`src/rtl/prefix_addsub_pipe.sv`:
```
// Three-stage Kogge-Stone adder/subtractor with valid/ready flow control and Y86 flags.
// Define PREFIX_ADDSUB_CC_EN to build the cout/zf/sf/of flag path; otherwise the flags read 0.
module prefix_addsub_pipe #(
  parameter int W     = 64,
  parameter int SPLIT = 3
) (
  input  logic         clk,
  input  logic         rst,
  input  logic         in_valid,
  output logic         in_ready,
  input  logic [W-1:0] in_a,
  input  logic [W-1:0] in_b,
  input  logic         in_sub,
  output logic         out_valid,
  input  logic         out_ready,
  output logic [W-1:0] out_sum,
  output logic         out_cout,
  output logic         out_zf,
  output logic         out_sf,
  output logic         out_of
);
  localparam int L  = $clog2(W);
  localparam int L3 = L - SPLIT;

  // One Kogge-Stone level at distance 2**lvl; low positions pass through unchanged.
  function automatic logic [W-1:0] ks_g(input logic [W-1:0] g, input logic [W-1:0] p, input int lvl);
    return g | (p & (g << (1 << lvl)));
  endfunction

  function automatic logic [W-1:0] ks_p(input logic [W-1:0] p, input int lvl);
    return p & ((p << (1 << lvl)) | ~({W{1'b1}} << (1 << lvl)));
  endfunction

  logic         r_v1, r_v2, r_v3;
  logic [W-1:0] r_p1, r_g1, r_hs2, r_g2, r_pg2, r_sum;
  logic         r_cin1, r_cin2;
  logic         w_s1_load, w_s2_load, w_s3_load;
  logic [W-1:0] w_b_eff;
  logic [W-1:0] w_g_s2 [0:SPLIT];
  logic [W-1:0] w_p_s2 [0:SPLIT];
  logic [W-1:0] w_g_s3 [0:L3];
  logic [W-1:0] w_p_s3 [0:L3];
  logic [W:0]   w_carry;
  logic [W-1:0] w_sum;
  logic         w_unused;

  assign w_s3_load = !r_v3 || out_ready;
  assign w_s2_load = !r_v2 || w_s3_load;
  assign w_s1_load = !r_v1 || w_s2_load;
  assign in_ready  = w_s1_load;
  assign out_valid = r_v3;
  assign out_sum   = r_sum;

  assign w_b_eff = in_sub ? ~in_b : in_b;

  always_ff @(posedge clk) begin
    if (rst) begin
      r_v1   <= 1'b0;
      r_p1   <= '0;
      r_g1   <= '0;
      r_cin1 <= 1'b0;
    end else if (w_s1_load) begin
      r_v1 <= in_valid;
      if (in_valid) begin
        r_p1   <= in_a ^ w_b_eff;
        r_g1   <= in_a & w_b_eff;
        r_cin1 <= in_sub;
      end
    end
  end

  // Carry-in enters as the generate of a virtual bit -1, merged into bit 0.
  assign w_p_s2[0] = r_p1;
  assign w_g_s2[0] = r_g1 | {{(W-1){1'b0}}, r_p1[0] & r_cin1};

  genvar gi;
  generate
    for (gi = 0; gi < SPLIT; gi++) begin : g_lvl_s2
      assign w_g_s2[gi+1] = ks_g(w_g_s2[gi], w_p_s2[gi], gi);
      assign w_p_s2[gi+1] = ks_p(w_p_s2[gi], gi);
    end
  endgenerate

  always_ff @(posedge clk) begin
    if (rst) begin
      r_v2   <= 1'b0;
      r_g2   <= '0;
      r_pg2  <= '0;
      r_hs2  <= '0;
      r_cin2 <= 1'b0;
    end else if (w_s2_load) begin
      r_v2 <= r_v1;
      if (r_v1) begin
        r_g2   <= w_g_s2[SPLIT];
        r_pg2  <= w_p_s2[SPLIT];
        r_hs2  <= r_p1;
        r_cin2 <= r_cin1;
      end
    end
  end

  assign w_g_s3[0] = r_g2;
  assign w_p_s3[0] = r_pg2;

  generate
    for (gi = 0; gi < L3; gi++) begin : g_lvl_s3
      assign w_g_s3[gi+1] = ks_g(w_g_s3[gi], w_p_s3[gi], SPLIT + gi);
      assign w_p_s3[gi+1] = ks_p(w_p_s3[gi], SPLIT + gi);
    end
  endgenerate

  assign w_carry = {w_g_s3[L3], r_cin2};
  assign w_sum   = r_hs2 ^ w_carry[W-1:0];

  always_ff @(posedge clk) begin
    if (rst) begin
      r_v3  <= 1'b0;
      r_sum <= '0;
    end else if (w_s3_load) begin
      r_v3 <= r_v2;
      if (r_v2) r_sum <= w_sum;
    end
  end

`ifdef PREFIX_ADDSUB_CC_EN
  logic r_amsb1, r_bmsb1, r_amsb2, r_bmsb2;
  logic r_cout, r_zf, r_sf, r_of;

  always_ff @(posedge clk) begin
    if (rst) begin
      r_amsb1 <= 1'b0;
      r_bmsb1 <= 1'b0;
      r_amsb2 <= 1'b0;
      r_bmsb2 <= 1'b0;
      r_cout  <= 1'b0;
      r_zf    <= 1'b0;
      r_sf    <= 1'b0;
      r_of    <= 1'b0;
    end else begin
      if (w_s1_load && in_valid) begin
        r_amsb1 <= in_a[W-1];
        r_bmsb1 <= w_b_eff[W-1];
      end
      if (w_s2_load && r_v1) begin
        r_amsb2 <= r_amsb1;
        r_bmsb2 <= r_bmsb1;
      end
      // Using the inverted B operand lets one overflow rule cover add and subtract.
      if (w_s3_load && r_v2) begin
        r_cout <= w_carry[W];
        r_zf   <= ~|w_sum;
        r_sf   <= w_sum[W-1];
        r_of   <= (r_amsb2 == r_bmsb2) && (w_sum[W-1] != r_amsb2);
      end
    end
  end

  assign out_cout = r_cout;
  assign out_zf   = r_zf;
  assign out_sf   = r_sf;
  assign out_of   = r_of;
  assign w_unused = ^w_p_s3[L3];
`else
  assign out_cout = 1'b0;
  assign out_zf   = 1'b0;
  assign out_sf   = 1'b0;
  assign out_of   = 1'b0;
  assign w_unused = ^{w_p_s3[L3], w_carry[W]};
`endif

endmodule
```
`config.mk`:
```
export PLATFORM = sky130hd
export DESIGN_NAME = prefix_addsub_pipe
export DESIGN_NICKNAME = d
export VERILOG_FILES = /design/src/rtl/prefix_addsub_pipe.sv
export SDC_FILE = /design/constraint.sdc
export NUM_CORES = 1
export LEC_CHECK = 0
export ABC_AREA = 1
export CAP_MARGIN = 15
export CORE_MARGIN = 3
export CORE_UTILIZATION = 45
export CTS_CLUSTER_DIAMETER = 30
export DETAILED_ROUTE_END_ITERATION = 7
export PLACE_DENSITY = 0.7
export SLEW_MARGIN = 20
export SYNTH_ARGS = -nofsm -noshare
export SYNTH_HDL_FRONTEND = slang
export SYNTH_SLANG_ARGS = --single-unit
```
`constraint.sdc`:
```
create_clock -name clk -period 1.78 [get_ports clk]
set_clock_uncertainty 0.15 [all_clocks]
set_input_delay 0.356 -clock clk [delete_from_list [all_inputs] [get_ports clk]]
set_output_delay 0.356 -clock clk [all_outputs]
set_load 0.02 [all_outputs]
```
==> qor.yml <==
power_and_ir_drop:
  power.leakage_nw: 10.6
  powerDensity_nw_per_um2: 1190
  ir_worst_vdd_v: 0.000925
  finalPower_mw: 28.6
placement:
  hpwl_mm: 42.4
  dp_cells: 3287
  port_buffers: 198
  gp_congestion: 0.974
clocking:
  post_cts.repair.setup_buffers: 0
  cts_tree: "done"
  cts-root-buf: "clkbuf_16"
  cts.path.max_buffers: 3
  cts.sinks: 378
  cts_buffers: 86
  clk_latency_ns: 0.58
  path_clk_slew_ns: 0.05
  h-tree-depth: 3
layout:
  layout-drive-gt1-share_pct: 10.7
  num-fill-cells: 3467
  nNetsFinal: 3054
  antennaDiodeCount: 0
  ff_latch_area_um2: 7570
  multi_input_area_um2: 9120
  area_growth_pct: 33.1
  finalNonFillerCells: 3448
min_path:
  hp-class: "input pin to flop"
detailed_routing:
  wl_mm: 58.2
  drc_errors: 0
  antenna_left: 0
  drt_pass1_iterations: 6
  vias: 18000
  drt_iter0_markers: 1596
  vias_per_cell: 5.23
  routedWlPerCell_um: 16.9
synth:
  synthFlopType: "dfxtp_1"
  async_reset_ff_share_pct: 0
  synth.avg_cell_area_um2: 6.95
  yosysWarnings: 0
  yosysSeqAreaShare_pct: 41.8
  synthCells: 2603
  synth_edf_count: 0
  synth_seq_cells: 378
  yosysUniqueCellTypes: 28
  netlist_area_um2: 18100
critical_path:
  startpoint_type: "flop"
  path_class: "flop to primary output"
  max_stage_delay_ns: 0.34
  critical_path.cell_chain: "clkdlybuf4s15_1"
  arrival_ns: 1.23
  critical_path.max_fanout: 2
  worst-path-buf-inv: 1
  critPathSlowestCell: "dfxtp_1"
  worstPathRequired_ns: 1.27
  cp_top_family: "flip-flops"
  end_kind: "primary output"
floorplan:
  pin_count: 203
  rows: 72
  die_w_um: 207
  fp.dieH_um: 207
  die_area_um2: 42600
  start_util_pct: 46.2
  core_um2: 39200
sta:
  rsz0062_at_grt: "yes"
  max_freq_ghz: 0.575
  slew_viol_final: 0
  worstMarginPinSlew_ns: 0.619
  final-setup-viol-count: 0
  final-hold-violation-count: 0
  layout_min_cycle_time_ns: 1.74
  worst_hold_slack_ns: 0.131
  finalSetupTns_ns: 0
  max_slew_margin_pct: 58.7
  finalCritPeriodShare_pct: 97.8
flow_run:
  max_cap_viol_count: 0
global_routing:
  antenna_found_initial: 0
  grt_start_max_net_pins: 114
  grt-ovfl-total: 0
  grt_pass1_wl_mm: 92.0
  grt_pass1_vias: 17600
  track_usage_pct: 26.9
outcome:
  status: "completed"
stage by stage:
stage	area (um2)	setup WS, ns	util [%]
floorplan	18100	0.0123	-
detailed placement	21200	-0.361	54.0
finish	24100	0.0395	61.5
global route	24100	-0.0266	61.5
CTS	24200	0.000331	61.6
global placement	21200	-0.307	54.0
kinds of logic (layout without fill, tap and decap cells):
logic type | count (synthesis) | after routing | share of synthesized area (%)
compound gates | 600 | 600 | 16.7
xor+xnor | 97 | 97 | 4.70
fa+ha+maj | 63 | 63 | 4.36
buf+inv | 336 | 660 | 8.01
flops | 378 | 378 | 41.8
other cells | 1 | 4 | 0.0207
simple gates | 1128 | 1128 | 24.4
registers in the layout, indices dropped and copies added (netlist names):
register   count
r_hs2         64
r_pg2         55
r_v1           1
out_valid      1
r_v2           1
out_sum       64
r_cin1         1
r_g2          63
r_p1          64
r_g1          63
r_cin2         1
what timing repair did:
item,in CTS,in global routing
endpoints found under the setup margin,66,68
pin swaps,0,1
hold buffers,1,0
gates resized for setup,117,68
endpoints found under the hold margin,1,0
layer usage:
layer  track usage [%]  share of wire [%]  vias up
met2              43.4                 45      665
met5                 0                  0        -
met3              4.80                6.8      103
met4              8.10                2.7        0
met1              36.9                 45     8347
li1                  -                  -     8928
path summary, 6_finish.rpt:
check,startpoint,to,slack (ns),cells after the start
max,out_sum[19],out_sum[19],0.04,1
min,in_sub,r_p1[63],0.13,4
max reg2reg,r_g2[7],out_sum[56],0.08,9
min reg2reg,r_g1[0],r_g1[0],0.30,2
cells in the mapped netlist, drive strengths merged (18+ instances only):
master | count | area [um2]
nor2 | 522 | 1960
nand2 | 469 | 1760
dfxtp | 378 | 7570
o21ai | 336 | 1680
a21oi | 258 | 1290
inv | 203 | 764
nand3 | 127 | 641
buf | 79 | 482
xor2 | 79 | 692
ha | 63 | 788
clkbuf | 54 | 203
xnor2 | 18 | 158
cells in the final DEF, fill, tap and decap left out, drive strengths merged:
cell type / Yosys / final
ha: 63 / 63
dfxtp: 378 / 378
xnor2: 18 / 18
a21boi: 2 / 2
clkdlybuf4s50: 0 / 130
clkinv: 0 / 26
clkbuf: 54 / 128
dlygate4sd3: 0 / 1
clkdlybuf4s15: 0 / 32
conb: 1 / 4
inv: 203 / 211
nand4: 3 / 3
a21oi: 258 / 258
bufinv: 0 / 10
nor2: 522 / 522
a31oi: 2 / 2
a21o: 1 / 1
dlygate4sd2: 0 / 2
clkinvlp: 0 / 15
xor2: 79 / 79
o21a: 1 / 1
buf: 79 / 105
nand2: 469 / 469
nor3: 6 / 6
or2: 1 / 1
o21ai: 336 / 336
nand3: 127 / 127
report_power, final:
part	switching (mW)	leakage [nW]	internal (mW)
Combinational	1.71	5.99	1.23
Sequential	0.456	3.11	8.99
Clock	5.21	1.45	11.0
Total	7.37	10.6	21.2
cell type report:
| type | count | share of cell area [%] |
|---|---|---|
| inverters | 203 | 3.21 |
| clock inverters | 59 | 2.76 |
| well taps | 518 | 2.69 |
| clock buffers | 101 | 9.81 |
| repair buffers | 297 | 12.2 |
| flip-flops and latches | 378 | 31.4 |
| multi-input cells | 1892 | 37.8 |
No activity file was read; power rests on OpenSTA's default activity.
